==> src/rtl/pipelined_adder_n.sv <==
// pipelined_adder_n: valid/ready pipelined add/subtract, one ripple-carry chunk per stage
module pipelined_adder_n #(
  parameter int WIDTH = 16,
  parameter int STAGES = 4
) (
  input  logic             clk,
  input  logic             rst,
  input  logic             in_valid,
  output logic             in_ready,
  input  logic [WIDTH-1:0] A,
  input  logic [WIDTH-1:0] B,
  input  logic             cin,
  input  logic             sub,
  output logic             out_valid,
  input  logic             out_ready,
  output logic [WIDTH-1:0] sum,
  output logic             cout,
  output logic             ovf,
  output logic             zero
);
  localparam int CHUNK = WIDTH / STAGES;
  logic adv;
  logic ovf_q;
  logic zero_q;
  assign adv = !out_valid || out_ready;
  assign in_ready = adv;
  for (genvar k = 0; k < STAGES; k++) begin : g_stage
    logic [WIDTH-1:0] a_i, b_i, s_i, s_n, a_q, b_q, s_q;
    logic v_i, c_i, c_n, v_q, c_q;
    logic [CHUNK-1:0] r;
    logic unused_bits;
    if (k == 0) begin : g_first
      assign a_i = A;
      assign b_i = sub ? ~B : B;
      assign s_i = '0;
      assign c_i = sub ? ~cin : cin;
      assign v_i = in_valid;
    end else begin : g_next
      assign a_i = g_stage[k-1].a_q;
      assign b_i = g_stage[k-1].b_q;
      assign s_i = g_stage[k-1].s_q;
      assign c_i = g_stage[k-1].c_q;
      assign v_i = g_stage[k-1].v_q;
    end
    // finished low chunks and pending high operand bits ride along with the beat
    assign {c_n, r} = {1'b0, a_i[k*CHUNK +: CHUNK]} + {1'b0, b_i[k*CHUNK +: CHUNK]}
                      + (CHUNK+1)'(c_i);
    assign unused_bits = ^{a_i, b_i, a_q, b_q};
    always_comb begin
      s_n = s_i;
      s_n[k*CHUNK +: CHUNK] = r;
    end
    always_ff @(posedge clk) begin
      if (rst) begin
        v_q <= 1'b0;
        c_q <= 1'b0;
        a_q <= '0;
        b_q <= '0;
        s_q <= '0;
      end else if (adv) begin
        v_q <= v_i;
        c_q <= c_n;
        a_q <= a_i;
        b_q <= b_i;
        s_q <= s_n;
      end
    end
    if (k == STAGES - 1) begin : g_last
      always_ff @(posedge clk) begin
        if (rst) begin
          ovf_q <= 1'b0;
          zero_q <= 1'b0;
        end else if (adv) begin
          ovf_q <= (a_i[WIDTH-1] == b_i[WIDTH-1]) && (s_n[WIDTH-1] != a_i[WIDTH-1]);
          zero_q <= s_n == '0;
        end
      end
    end
  end
  assign out_valid = g_stage[STAGES-1].v_q;
  assign sum = g_stage[STAGES-1].s_q;
  assign cout = g_stage[STAGES-1].c_q;
  assign ovf = ovf_q;
  assign zero = zero_q;
endmodule

==> config.mk <==
export PLATFORM = sky130hd
export DESIGN_NAME = pipelined_adder_n
export DESIGN_NICKNAME = d
export VERILOG_FILES = /design/src/rtl/pipelined_adder_n.sv
export SDC_FILE = /design/constraint.sdc
export NUM_CORES = 1
export LEC_CHECK = 0
export CAP_MARGIN = 25
export CORE_MARGIN = 2
export CORE_UTILIZATION = 49
export CTS_CLUSTER_DIAMETER = 40
export DETAILED_ROUTE_END_ITERATION = 8
export PLACE_DENSITY = 0.73
export SETUP_SLACK_MARGIN = 0.05
export SLEW_MARGIN = 20
export SYNTH_ARGS = -nofsm -noshare
export SYNTH_HDL_FRONTEND = slang
export SYNTH_SLANG_ARGS = --single-unit
==> constraint.sdc <==
create_clock -name clk -period 2.4 [get_ports clk]
set_input_delay 0.6 -clock clk [delete_from_list [all_inputs] [get_ports clk]]
set_output_delay 0.6 -clock clk [all_outputs]
set_load 0.005 [all_outputs]
## Word-level counts from Yosys, hierarchy flattened

Cells that the tools add are included.
Widths: inputs -> output; s select.

| storage, ports and cells | value |
|---|---|
| register bits after elaboration | 146 |
| bits of input ports | 38 |

| operators by class | value |
|---|---|
| eq/ne operators | 2 |
| reductions and logical operators | 4 |
| $add $sub $neg | 8 |
| muxes and demuxes | 2 |
| bitwise gates (word level) | 2 |

Operators by type and width:

| operator | count |
|---|---|
| $add 4x4->5 | 4 |
| $add 5x1->5 | 4 |
| $logic_not 16->1 | 1 |
| $mux 16 | 1 |
| $not 16->16 | 1 |
| $eq 1x1->1 | 1 |
| $logic_and 1x1->1 | 1 |
| $logic_not 1->1 | 1 |
| $logic_or 1x1->1 | 1 |
| $mux 1 | 1 |
| $ne 1x1->1 | 1 |
| $not 1->1 | 1 |

## Longest topological paths before layout

Gate-level depths: netlist (run 1).

| depth | value |
|---|---|
| depth after elaboration | 4 |
| depth in mapped cells | 8 |

## Worst setup path after synthesis (run 1)

OpenSTA, ideal clock, no wires.

| path | value |
|---|---|
| path kind | input to register |
| start | in sub |
| end | reg g_stage[0].c_q |
| setup time | 0.132 ns |
| arrival | 2.375 ns |
| slack | -0.107 ns |
| stages on the path | 8 |
| cell sequence | buf_4 buf_4 xor2_1 fa_1 fa_1 a21o_1 a211oi_1 nor3_1 |

| on the way | value |
|---|---|
| cells in the longest elaborated chain, start to end | 3 |
| elaborated cells between the ends (all ways) | 4 |

Ends and longest elaborated chain:

| item | line | text |
|---|---|---|
| from (decl) | 13 | `input logic sub,` |
| $mux 16 | 34 | `assign b_i = sub ? ~B : B;` |
| $add 4x4->5 | 46 | `assign {c_n, r} = {1'b0, a_i[k*CHUNK +: CHUNK]} + {1'b0, b_i[k*CHUNK +: CHUNK]}` |
| $add 5x1->5 * | 47 | `+ (CHUNK+1)'(c_i);` |
| to (signal assigned) | 62 | `c_q <= c_n;` |
| to (decl) | 29 | `logic v_i, c_i, c_n, v_q, c_q;` |

Every way passes the cells marked *; elsewhere a longest branch is shown, timed or not.
A chain may end at the register's enable or synchronous reset.

## Worst setup path in the final report (run 1)

| path | value |
|---|---|
| start | in B[0] |
| end | reg g_stage[0].s_q[2] |

| on the way | value |
|---|---|
| cells in the longest elaborated chain, start to end | 4 |

Ends and longest elaborated chain:

| item | line | text |
|---|---|---|
| from (decl) | 11 | `input logic [WIDTH-1:0] B,` |
| $not 16->16 | 34 |  |
| $mux 16 * | 34 |  |
| $add 4x4->5 * | 46 |  |
| $add 5x1->5 * | 47 |  |
| to (signal assigned) | 65 | `s_q <= s_n;` |
| to (decl) | 28 | `logic [WIDTH-1:0] a_i, b_i, s_i, s_n, a_q, b_q, s_q;` |

Marked as above.

==> results of run 1 <==
[stage by stage]
step / instances / setup slack (ns) / hold slack, ns
floorplan: 478 / 0.0520 / 0.432
global placement: 613 / -0.303 / 0.439
detailed placement: 613 / -0.388 / 0.445
CTS: 628 / 0.0455 / 0.458
global route: 628 / 0.102 / 0.468
finish: 628 / 0.142 / 0.453
[routing by layer]
metal	track usage	part of all wire
met1	0.244	0.47
met2	0.296	0.48
met3	0.0324	0.040
met4	0.0810	0.014
met5	0	0
[cell usage in the layout, fill, tap and decap left out, types with 2 or more instances in the layout]
| cell | n |
|---|---|
| a211oi_1 | 19 |
| a21o_1 | 7 |
| a21oi_1 | 74 |
| buf_12 | 2 |
| buf_4 | 6 |
| clkbuf_8 | 10 |
| clkdlybuf4s50_1 | 55 |
| clkinvlp_4 | 2 |
| dfxtp_1 | 98 |
| fa_1 | 6 |
| fa_2 | 2 |
| ha_1 | 12 |
| inv_1 | 3 |
| nand2_1 | 142 |
| nand3_1 | 3 |
| nand3b_1 | 5 |
| nand4b_1 | 3 |
| nor2_1 | 24 |
| nor3_1 | 4 |
| nor4_1 | 2 |
| or4_1 | 4 |
| xnor2_1 | 17 |
| xor2_1 | 4 |
| xor2_2 | 2 |
[logic make-up (layout without fill, tap and decap cells)]
logic type	Yosys count	in the layout	synth area share
XOR/XNOR	23	23	0.0490
buffers and inverters	40	85	0.0524
AO/OA/AOI/OAI	106	106	0.153
flip-flops	98	98	0.478
adder cells (fa/ha/maj)	20	20	0.0755
AND/OR/NAND/NOR	191	191	0.193
[where the power goes]
part | internal [uW] | switching [uW] | total, uW | leakage (uW)
sequential | 1730 | 63.2 | 1800 | 0.000806
clock | 510 | 554 | 1060 | 0.0000950
combinational | 222 | 188 | 410 | 0.00104
[final timing paths]
check | start | to | cells past startpoint
hold reg to reg | sum[2] | sum[2] | 2
hold / removal | sum[2] | sum[2] | 2
setup reg to reg | g_stage[2].a_q[12] | zero | 5
setup / recovery | B[0] | g_stage[0].s_q[2] | 7
[worst max-delay path: stages]
cell and delay [ns]:
clkdlybuf4s50_1 0.44, xor2_2 0.20, fa_2 0.43, fa_2 0.41, buf_4 0.14, xnor2_1 0.11
a211oi_1 0.21
[final cells by class]
type                       instances  area (um2)  share of cell area
clock inverter                     5        62.6              0.0127
timing repair buffer              66         668               0.135
inverter                           4        16.3             0.00329
clock buffer                      10         138              0.0279
sequential                        98        1960               0.397
multi-input combinational        340        1960               0.397
tap                              105         131              0.0266
[repair_timing]
item	CTS	global route
cloned	0	0
endpoints found under the setup margin	2	3
hold endpoints to repair	0	0
resized for setup	2	2
[state kept, by name (all words and copies together) (netlist names), 3 cells and up]
signal / flops
g_stage.v_q: 3
g_stage.s_q: 24
sum: 16
g_stage.c_q: 3
g_stage.a_q: 24
g_stage.b_q: 24
==> metrics.cfg, run 1 <==
[outcome]
status=completed

[routing]
vias=3197
first_pass_iters=5
postRouteAntennaNets=0
viasPerCell=5.09
routed_wirelength_um=7890
drtIter0Drc=140
drc=0
wl_per_cell_um=12.6

[clock_network]
htree_num_levels=3
clk_latency_ns=0.36
clock_path_buffers=2
post_cts_buffers=0
clk_pin_slew_ns=0.09
numCtsBuffers=9
root_buffer=clkbuf_8
cts_tree=built
clock-sinks=98
holdBufCountCts=0

[timing]
relSlewSlack=0.429
fmax_mhz=443
finalHoldViolCount=0
period_share=0.941
setup_viol=0
maxSlewViolCount=0
period_needed_ns=2.26
skew_ns=0.00859
rsz0062_at_grt=false
worst_slew_pin_slew_ns=0.856
tns_ns=0

[worst_setup_path]
reg2reg_slack_ns=0.52
setup.worst_path.class=in -> reg
cp-end-kind=register
cp_data_arrival_time_ns=2.54
cp_max_fo=2
worstPathRequired_ns=2.68
critPathLaunchType=input port

[floorplanning]
core_um2=8180
die_w_um=95.6
num_rows=33
die_h_um=95.6
start_util=0.502
dieArea_um2=9130
ios=59

[logic_synthesis]
ys_ff_latch=98
ys_types=31
yosysTopAreaCell=dfxtp_1
synthCells=478
ys_top_cells_by_count=142 x nand2_1, 98 x dfxtp_1, 74 x a21oi_1
synth_area_leaders=dfxtp_1 48%, nand2_1 13%, a21oi_1 9.0%
synthArstFlopShare=0
syn_area_per_cell_um2=8.59
ys_seq_area_frac=0.478
synthMostInstantiatedCell=nand2_1
ys_dominant_reg_cell=dfxtp_1
yosys_warnings=0
syn_nets=536
synthesis.area_um2=4110
synth_edf_count=0
yosysTopAreaCellShare=0.478

[global_routing]
grt_pass1_wl_um=13200
track_usage=0.185
grt_max_degree=104
antenna_found_initial=0
grt_overflow=0
grt_pass1_vias=2894

[layout]
num-nets-final=577
area_growth_pct=20.3
fin_area_um2=4940
final_layout_size_suffix_gt1_frac=0.0650
post-route-util=0.604
fill_cells=732
num_antenna_cells=0

[pwr]
irDropWorstVdd_mv=0.324
power_density_nw_per_um2=662
finalPower_uw=3270
p_leak_uw=0.00194

[place]
placed_area_um2=4730
gp_congestion=0.820
portBuffers=58
hpwlAfterDp_um=5300

[job]
maxCapViolations=0

[worst_hold_path]
min_path_type=reg -> reg

Power figures use the tool's default switching activity.
==> run 2: changes to the inputs <==
- CORE_ASPECT_RATIO: not set -> 0.7
- CORE_UTILIZATION: 49 -> 45
- PLACE_DENSITY: 0.73 -> 0.68
==> metrics.cfg, run 2 (same netlist as run 1, synthesis figures left out) <==
[outcome]
status=completed

[worst_setup_path]
cp_data_arrival_time_ns=2.51
cp_max_fo=2
worstPathRequired_ns=2.64
r2r-start=g_stage[2].a_q[12]
reg2reg_depth=5
cp-end-kind=register
r2r-end=zero
reg2reg_slack_ns=0.39
critPathLaunchType=input port
setup.worst_path.class=in -> reg

[pwr]
power_density_nw_per_um2=704
p_clk_frac=0.382
netSwitchingPower_uw=905
seqPwrFrac=0.501
finalPower_uw=3590
irDropWorstVdd_mv=0.318
power_frac_comb=0.117
p_sw_frac=0.252
p_int_uw=2680
p_leak_uw=0.00202

[routing]
routed_wirelength_um=8380
wl_per_cell_um=12.8
drc=0
first_pass_iters=4
wl_met1_um=4280
postRouteAntennaNets=0
wl_met3_um=416
met2WireLength_um=3600
drtIter0Drc=206
vias=3249
highest_layer=met4
viasPerCell=4.96

[global_routing]
grt_overflow=0
track_usage=0.175
grt_max_degree=54
grt_pass1_vias=3020
antenna_found_initial=0
grt_pass1_wl_um=14000

[layout]
final_common_cell=nand2_1
seq_area_um2=1960
multiInputGateArea_um2=1960
post-route-util=0.569
fill_cells=833
area_growth_pct=24.2
reg_top3=g_stage.a_q (24), g_stage.b_q (24), g_stage.s_q (24)
num_antenna_cells=0
num-nets-final=584
layout_common_cells=142 x nand2_1, 98 x dfxtp_1, 74 x a21oi_1
final_layout_size_suffix_gt1_frac=0.0791

[clock_network]
cts_tree=built
htree_num_levels=3
clock_path_buffers=2
holdBufCountCts=0
clk_latency_ns=0.34
clock-sinks=98
root_buffer=clkbuf_16
clk_pin_slew_ns=0.07
numCtsBuffers=9

[floorplanning]
start_util=0.458
die_h_um=83.9
ios=59
dieArea_um2=9920
core_um2=8960
die_w_um=118
num_rows=29

[worst_hold_path]
holdPathEnd=g_stage[0].a_q[12]
min_path_type=reg -> reg
min_path_cells=2
min_from=g_stage[0].a_q[12]

[timing]
period_share=0.949
setup_viol=0
skew_ns=0.00787
fmax_mhz=439
post-route-worst-setup-slack_ns=0.123
finalHoldViolCount=0
tns_ns=0
relSlewSlack=0.576
maxSlewViolCount=0
period_needed_ns=2.28
fin_hold_ws_ns=0.450
rsz0062_at_grt=false
worst_slew_pin_slew_ns=0.635

[place]
gp_congestion=0.762
dpl_worst_slack_ns=-0.371
hpwlAfterDp_um=5990
portBuffers=58

[job]
maxCapViolations=0

run 2: changes by cell type in the layout (fill, tap and decap cells not counted), sizes merged:
cell / change
buf: +7
inv: +3
clkinv: +2
clkinvlp: -2
bufinv: -1
clkbuf: -1
run 2: worst max path at each step:
| stage | startpoint | end | slack [ns] |
|---|---|---|---|
| floorplan | sub | g_stage[0].c_q | 0.05 |
| global placement | sub | g_stage[0].s_q[3] | -0.25 |
| detailed placement | sub | g_stage[0].s_q[3] | -0.37 |
| CTS | sub | g_stage[0].c_q | 0.08 |
| global route | B[0] | g_stage[0].c_q | 0.1 |
| finish | B[0] | g_stage[0].c_q | 0.12 |
run 2: area by class of cell:
| type | count | area share |
|---|---|---|
| multi-input cells | 340 | 0.385 |
| flip-flops and latches | 98 | 0.385 |
| repair buffers | 73 | 0.141 |
| clock buffers | 9 | 0.0442 |
| well taps | 124 | 0.0304 |
| clock inverters | 7 | 0.0118 |
| inverters | 4 | 0.00319 |
run 2: worst max-delay path, stage by stage:
cell and delay (ns):
clkdlybuf4s50_1 0.44, xor2_2 0.20, fa_2 0.43, fa_2 0.41, a21o_1 0.20, a211oi_2 0.17
nor3_1 0.06
run 2: power groups by stage:
stage	sequential (uW)	combinational [uW]	clock, uW
5_1_grt	1810	468	1460
4_1_cts	1800	422	1400
3_5_place_dp	1840	419	0
3_3_place_gp	1830	406	0
2_1_floorplan	1820	257	0
6_report	1800	419	1370
run 2: layer usage:
layer / GRT usage / vias up
met2: 0.263 / 72
met5: 0 / -
met1: 0.243 / 1483
met3: 0.0540 / 9
met4: 0.0460 / 0
li1: - / 1685
run 2: stage by stage:
step | cells | cell area, um2
2_1_floorplan | 478 | 4140
3_3_place_gp | 639 | 4800
3_5_place_dp | 639 | 4800
4_1_cts | 655 | 5090
5_1_grt | 655 | 5100
6_report | 655 | 5100
run 2: timing repair:
action | 4_1_cts | 5_1_grt
buffers inserted | 0 | 0
cloned | 0 | 0
endpoints found under the setup margin | 2 | 2
gates resized for setup | 2 | 2
